===== src/rtl/zero_strip.sv =====
// zero_strip: streaming packet truncator. Forwards only the first keep_len
// words of each AXI-stream packet, discards the tail, and re-generates tlast
// on the last kept word. keep_len == 0 passes packets through untouched.
module zero_strip #(
  parameter int WIDTH = 32,
  parameter int LEN_W = 16
) (
  input  logic             ce_clk,
  input  logic             reset_n,
  input  logic [LEN_W-1:0] keep_len,
  input  logic [WIDTH-1:0] i_tdata,
  input  logic             i_tlast,
  input  logic             i_tvalid,
  output logic             i_tready,
  output logic [WIDTH-1:0] o_tdata,
  output logic             o_tlast,
  output logic             o_tvalid,
  input  logic             o_tready,
  output logic             short_pkt,
  output logic [31:0]      drop_cnt
);

  localparam logic [0:0] PASS = 1'b0;
  localparam logic [0:0] DROP = 1'b1;

  localparam logic [LEN_W-1:0] CNT_MAX = '1;
  localparam logic [LEN_W-1:0] ONE     = LEN_W'(1);

  logic [0:0]       state;
  logic [LEN_W-1:0] cnt;
  logic [LEN_W-1:0] klen;
  logic [LEN_W-1:0] eff_klen;
  logic             accept;
  logic             last_kept;
  logic             ends_short;

  // Ready never looks at i_tvalid: DROP always sinks, PASS sinks when the
  // output register is empty or being emptied this cycle.
  assign i_tready = (state == DROP) | ~o_tvalid | o_tready;
  assign accept   = i_tvalid & i_tready;

  // The first word of a packet must compare against keep_len directly because
  // klen is only loaded by that same word.
  always_comb begin
    eff_klen   = (cnt == '0) ? keep_len : klen;
    last_kept  = (eff_klen != '0) && (cnt == eff_klen - ONE);
    ends_short = i_tlast && (eff_klen != '0) && (cnt < eff_klen - ONE);
  end

  // Word index within the input packet and the per-packet length latch;
  // the index saturates so very long pass-through packets never wrap it.
  always_ff @(posedge ce_clk) begin
    if (!reset_n) begin
      cnt  <= '0;
      klen <= '0;
    end else if (accept) begin
      if (cnt == '0)
        klen <= keep_len;
      if (i_tlast)
        cnt <= '0;
      else if (cnt != CNT_MAX)
        cnt <= cnt + ONE;
    end
  end

  // PASS/DROP sequencing: enter DROP after the last kept word of a packet
  // that continues, leave it when the packet's own tlast is consumed.
  always_ff @(posedge ce_clk) begin
    if (!reset_n) begin
      state <= PASS;
    end else if (accept) begin
      if (state == PASS) begin
        if (last_kept && !i_tlast)
          state <= DROP;
      end else if (i_tlast) begin
        state <= PASS;
      end
    end
  end

  // Output register: loaded only by words accepted in PASS, otherwise
  // drains independently of the input side.
  always_ff @(posedge ce_clk) begin
    if (!reset_n) begin
      o_tdata  <= '0;
      o_tlast  <= 1'b0;
      o_tvalid <= 1'b0;
    end else if (accept && state == PASS) begin
      o_tdata  <= i_tdata;
      o_tlast  <= i_tlast | last_kept;
      o_tvalid <= 1'b1;
    end else if (o_tready) begin
      o_tvalid <= 1'b0;
    end
  end

  // Status: one-cycle short-packet pulse and running count of discarded words.
  always_ff @(posedge ce_clk) begin
    if (!reset_n) begin
      short_pkt <= 1'b0;
      drop_cnt  <= '0;
    end else begin
      short_pkt <= accept && (state == PASS) && ends_short;
      if (accept && state == DROP)
        drop_cnt <= drop_cnt + 32'd1;
    end
  end

endmodule


===== config.mk =====
export PLATFORM = sky130hd
export DESIGN_NAME = zero_strip
export DESIGN_NICKNAME = d
export VERILOG_FILES = /design/src/rtl/zero_strip.sv
export SDC_FILE = /design/constraint.sdc
export NUM_CORES = 1
export LEC_CHECK = 0
export CELL_PAD_IN_SITES_DETAIL_PLACEMENT = 1
export CELL_PAD_IN_SITES_GLOBAL_PLACEMENT = 1
export CORE_ASPECT_RATIO = 1.25
export CORE_UTILIZATION = 24
export CTS_BUF_LIST = sky130_fd_sc_hd__clkbuf_2 sky130_fd_sc_hd__clkbuf_4 sky130_fd_sc_hd__clkbuf_8
export DETAILED_ROUTE_END_ITERATION = 6
export PLACE_DENSITY_LB_ADDON = 0.1
export SYNTH_ARGS = -nofsm -noshare
export SYNTH_HDL_FRONTEND = slang
export SYNTH_SLANG_ARGS = --single-unit
export TNS_END_PERCENT = 20

===== constraint.sdc =====
create_clock -name ce_clk -period 4.9 [get_ports ce_clk]
set_input_delay 0.735 -clock ce_clk [delete_from_list [all_inputs] [get_ports ce_clk]]
set_output_delay 0.735 -clock ce_clk [all_outputs]
set_load 0.02 [all_outputs]

---- Yosys cells after proc, flatten, opt, wreduce, memory -nomap -nowiden ----
Index checks and enable logic that the tools add are counted.
cells by class
  add/subtract/negate cells ............... 3
  $lt $le $gt $ge ......................... 1
  eq/ne operators ......................... 2
  multiplexer cells ....................... 8
  bitwise logic cells ..................... 6
  reductions and logical operators ........ 13
operators by type and width
  operator                                                               number
  16-bit 2-to-1 mux                                                      3
  32-bit by 1-bit adder with 32-bit output (second input constant)       1
  16-bit by 1-bit adder with 16-bit output (second input constant)       1
  16-bit equality test                                                   1
  16-bit zero test                                                       1
  16-bit < comparator                                                    1
  16-bit inequality test (second input constant)                         1
  16-bit nonzero test                                                    1
  16-bit by 1-bit subtractor with 16-bit output (second input constant)  1
  1-bit logical AND                                                      7
  1-bit 2-to-1 mux                                                       5
  2-bit nonzero test                                                     2
  1-bit bitwise OR                                                       3
  1-bit inverter                                                         2
  2-bit AND reduction                                                    1
  1-bit AND                                                              1
  1-bit zero test                                                        1
word-level totals
  register bits ........................... 100
  input bits .............................. 53
  output and inout bits ................... 68

---- Depth between registers and ports, before layout ----
  word-level depth ........................ 8
  gate-level depth with buffers ........... 18

---- Worst setup path after synthesis ----
OpenSTA, ideal clock, no wires.
  path type ............................... register -> register
  start point ............................. register cnt[0]
  end point ............................... register short_pkt
  setup time .............................. 0.133 ns
  arrival time ............................ 3.924 ns
  data required time ...................... 4.767 ns
  path slack .............................. 0.843 ns
  stages on the path, launching flop included .. 18
  path buffers ............................ 1
  path through ............................ dfxtp_1 -> inv_1 -> ha_1 -> nor4b_1 -> nand4_2 -> buf_2 -> mux2i_1 -> ha_1 -> or3b_2 -> or2_0 -> mux2i_1 -> o21ai_1 -> xnor2_1 -> ha_1 -> nand4_1 -> a2111oi_0 -> o31a_1 -> nor4b_1
on the way
  cells in the longest elaborated chain, start to end .. 6
  elaborated cells between the ends (all ways) .. 8
  classes of those cells .................. 1 x add/sub; 1 x order compare; 1 x mux; 5 x reduce/logical
RTL lines
  item                                                                                  RTL line  source
  start: declaration                                                                    30        logic [LEN_W-1:0] cnt;
  start signal: assignment                                                              62        cnt <= cnt + ONE;
  16-bit zero test                                                                      45        eff_klen = (cnt == '0) ? keep_len : klen;
  16-bit 2-to-1 mux                                                                     -
  16-bit by 1-bit subtractor with 16-bit output or 16-bit nonzero test (tied branches)  47        ends_short = i_tlast && (eff_klen != '0) && (cnt < eff_klen - ONE);
  16-bit < comparator or 1-bit logical AND (tied branches)                              47
  1-bit logical AND (*)                                                                 47
  1-bit logical AND (*)                                                                 103       short_pkt <= accept && (state == PASS) && ends_short;
  end signal: assignment                                                                103
  end: declaration                                                                      19        output logic short_pkt,
Mark *: on every way between the ends. The rest lies on a longest branch, timed or not.
A chain may end at the register's enable or synchronous reset.

---- Worst setup path in the final report ----
  start point ............................. register cnt[0]
  end point ............................... register state
on the way
  cells in the longest elaborated chain, start to end .. 8
  elaborated cells between the ends (all ways) .. 9
  classes of those cells .................. 1 x add/sub; 1 x eq/ne; 3 x mux; 4 x reduce/logical
RTL lines
  item                                           RTL line  source
  16-bit zero test                               45
  16-bit 2-to-1 mux                              -
  16-bit by 1-bit subtractor with 16-bit output  46        last_kept = (eff_klen != '0) && (cnt == eff_klen - ONE);
  16-bit equality test                           46
  1-bit logical AND (*)                          46
  1-bit logical AND (*)                          73        if (last_kept && !i_tlast)
  1-bit 2-to-1 mux (*)                           73
  1-bit 2-to-1 mux (*)                           72        if (state == PASS) begin
  end signal: assignment                         70        state <= PASS;
  end signal: assignment                         74        state <= DROP;
  end signal: assignment                         76        state <= PASS;
  end: declaration                               29        logic [0:0] state;
Marked as above.

==> results.toml <==
[drt]
via_count = 4938
drtPass1Iterations = 4
wl_met3_um = 419
dr_wl_met2_um = 8655
drtIter0Drc = 119
routed_wl_um = 16560
viasPerCell = 4.790
dr.max_layer_used = "met4"
post_drt_wl_per_cell_um = 16.06
route.detailed.drc = 0
ant_nets = 0
wl_met1_um = 7327

[worst_hold_path]
hold_end = "o_tdata[6]$_SDFFE_PN0P_"
hold_depth = 2
min_from = "o_tdata[6]$_SDFFE_PN0P_"
hold_path.class = "reg -> reg"

[timing]
rsz0062_at_grt = "no"
setup_viol_count_final = 0
max_slew_margin_pct = 31.08
period_share_pct = 92.26
setup_tns_ps = 0
drv_slew = 0
fin_worst_skew_ps = 21.11
hold_viol = 0
fin_crit_ps = 4521
fmax_ghz = 0.2212
worst_pin_slew_ps = 1030

[synth]
synth-async-reset-ratio_pct = 0
ys_seq_elements = 100
syn_inst = 642
synth_nets = 716
synthSimpleGateAreaFrac_pct = 29.32
synth_edf_count = 0
muxShareOfSynthArea_pct = 3.163
synth_top_family_by_area = "simple AND/OR/NAND/NOR gates"
yosysWarningCount = 0
netlist_area_mm2 = 0.005181
synthXorXnorAreaFrac_pct = 8.283
yosys.cell_types.count = 51
synth-adder-area-share_pct = 5.071
synth-compound-area-share_pct = 12.65
avgSynthCellArea_um2 = 8.070
seq_area_frac_synth_pct = 38.64
yosys_most_used_dff = "dfxtp_1"

[clock_network]
h-tree-depth = 3
cts_buffers = 9
cts.sinks = 100
insertion_delay_ps = 390
cts.reportedPaths.clkPinSlew_ps = 110
clockBufferDepth = 2
clockRootBuffer = "clkbuf_8"
cts_tree = "done"
post-cts-setup-buffers = 0

[floorplan]
io-pin-count = 121
coreArea_mm2 = 0.02097
die_h_um = 166.3
start_util_pct = 24.71
dieArea_mm2 = 0.02218
die_w_um = 133.4
rows = 59

[global_route]
grtUsageTotal_pct = 15.14
antenna_found_initial = 0
grt_max_degree = 42
grt_pass1_vias = 5081
grt_pass1_wl_um = 26800
gr-total-overflow = 0

[outcome]
status = "completed"

[finish]
finalNetCount = 826
layout_commonest_cell = "nand2_1"
fillers = 2529
area_growth_pct = 32.50
layout_common_cells = "nand2_1, clkdlybuf4s50_1, dfxtp_1, a21oi_1, nor2_1"
multiInputGateArea_mm2 = 0.003039
drive_gt1_share_pct = 4.756
regArea_mm2 = 0.002002
antennaDiodeCount = 0

[worst_setup_path]
cp.arrival_ps = 4840
r2r_cells = 16
end_kind = "register"
rr_startpoint = "cnt[0]$_SDFFE_PN0P_"
timing.rr.end = "state$_SDFFE_PN0P_"
critical_path_class = "reg -> reg"
worst_ep_required_time_ps = 5220
crit_fanout = 7
r2r_setup_slack_ps = 380
startpoint_type = "register"

[pwr]
seq_power_share_pct = 50.4
p_int_w = 0.001174
power.density_mw_per_mm2 = 249.1
switchingPower_w = 0.0005361
clock_power_share_pct = 31.9
p_comb_share_pct = 17.8
irDropWorstVdd_v = 0.0001201
p_sw_share_pct = 31.34
p_total_w = 0.001710
leakagePower_nw = 2.373

[job]
drv_cap = 0

[placement]
gp_congestion = 0.7789
portBuffers = 120
dp_hpwl_um = 12380
[layer usage]
layer / GRT usage, % / vias up
met3: 2.839 / 7
met2: 27.67 / 70
met5: 0 / -
met1: 17.90 / 2373
met4: 3.804 / 0
li1: - / 2488
[area by class of cell]
type / count / area share [%]
Multi-Input combinational cell: 504 / 44.27
Sequential cell: 100 / 29.16
Timing Repair Buffer: 126 / 18.15
Tap cell: 274 / 4.994
Clock buffer: 9 / 1.804
Clock inverter: 7 / 1.021
Inverter: 11 / 0.6014
[sequential cells by signal (all words and copies together), names as in the netlist]
register   cells
klen          16
cnt           16
o_tlast        1
o_tdata       32
drop_cnt      32
o_tvalid       1
short_pkt      1
state          1
[power by group through the flow]
| stage | Clock (W) | Sequential [W] | Combinational [W] |
|---|---|---|---|
| after global placement | 0 | 0.000879 | 0.000304 |
| after global routing | 0.000608 | 0.000866 | 0.000337 |
| after detailed placement | 0 | 0.000880 | 0.000308 |
| after CTS | 0.000582 | 0.000862 | 0.000309 |
| final | 0.000545 | 0.000861 | 0.000304 |
| after floorplan | 0 | 0.000896 | 0.000150 |
[Yosys cell counts, drive strengths merged, types with 10 or more instances]
| library cell | number | area [um^2] |
|---|---|---|
| nand2 | 125 | 469.2 |
| dfxtp | 100 | 2002 |
| a21oi | 62 | 310.3 |
| nor2 | 54 | 202.7 |
| xnor2 | 26 | 227.7 |
| nand4 | 24 | 156.4 |
| xor2 | 23 | 201.4 |
| ha | 21 | 262.8 |
| nand3 | 21 | 105.1 |
| clkbuf | 20 | 75.07 |
| o21ai | 17 | 85.08 |
| mux2i | 16 | 163.9 |
| nor4 | 15 | 100.1 |
| nor3 | 14 | 91.34 |
| inv | 11 | 41.29 |
| a211oi | 10 | 75.07 |
[critical path, cell delays in order (launching register included)]
cell,delay [ps]
dfxtp_1,380
inv_1,110
ha_1,150
nor4b_1,360
nand4_2,290
mux2i_2,360
ha_1,300
or3b_2,520
or2_0,240
mux2i_1,240
o21ai_1,150
xnor2_1,150
ha_1,300
nand4_1,130
nor4_1,500
nand3_1,120
o21ai_0,160
[how the worst max path moves through the flow]
stage               cells past startpoint           startpoint  slack [ps]              endpoint
global placement                       13          keep_len[0]         480    state$_SDFFE_PN0P_
global route                           16  cnt[0]$_SDFFE_PN0P_          30    state$_SDFFE_PN0P_
detailed placement                     16  cnt[0]$_SDFFE_PN0P_         270    state$_SDFFE_PN0P_
floorplan                              17  cnt[0]$_SDFFE_PN0P_         840  short_pkt$_SDFF_PN0_
CTS                                    16  cnt[0]$_SDFFE_PN0P_         240    state$_SDFFE_PN0P_
finish                                 16  cnt[0]$_SDFFE_PN0P_         380    state$_SDFFE_PN0P_
[kinds of logic after synthesis]
group,Yosys count
adders and majority gates,21
xor gates and xnor gates,49
DFF,100
and+or+nand+nor,306
AOI/OAI and AO/OA,112
buffers and inverters,38
muxes,16
[per-stage QoR]
stage	std cells	instance area (um^2)	worst slack (ps)	hold WS, ps	utilization [%]
2_1_floorplan	642	5181	843.0	443.6	-
3_3_place_gp	1015	6668	484.3	442.1	31.80
3_5_place_dp	1015	6668	265.7	449.8	31.80
4_1_cts	1031	6862	243.6	467.7	32.73
5_1_grt	1031	6865	29.19	485.2	32.75
6_report	1031	6865	379.4	462.8	32.75
[what timing repair did]
action,4_1_cts,5_1_grt
hold endpoints to repair,0,0
endpoints found under the setup margin,0,1
gates resized for setup,0,1
hold buffers,0,0
No activity file was read; power rests on OpenSTA's default activity.
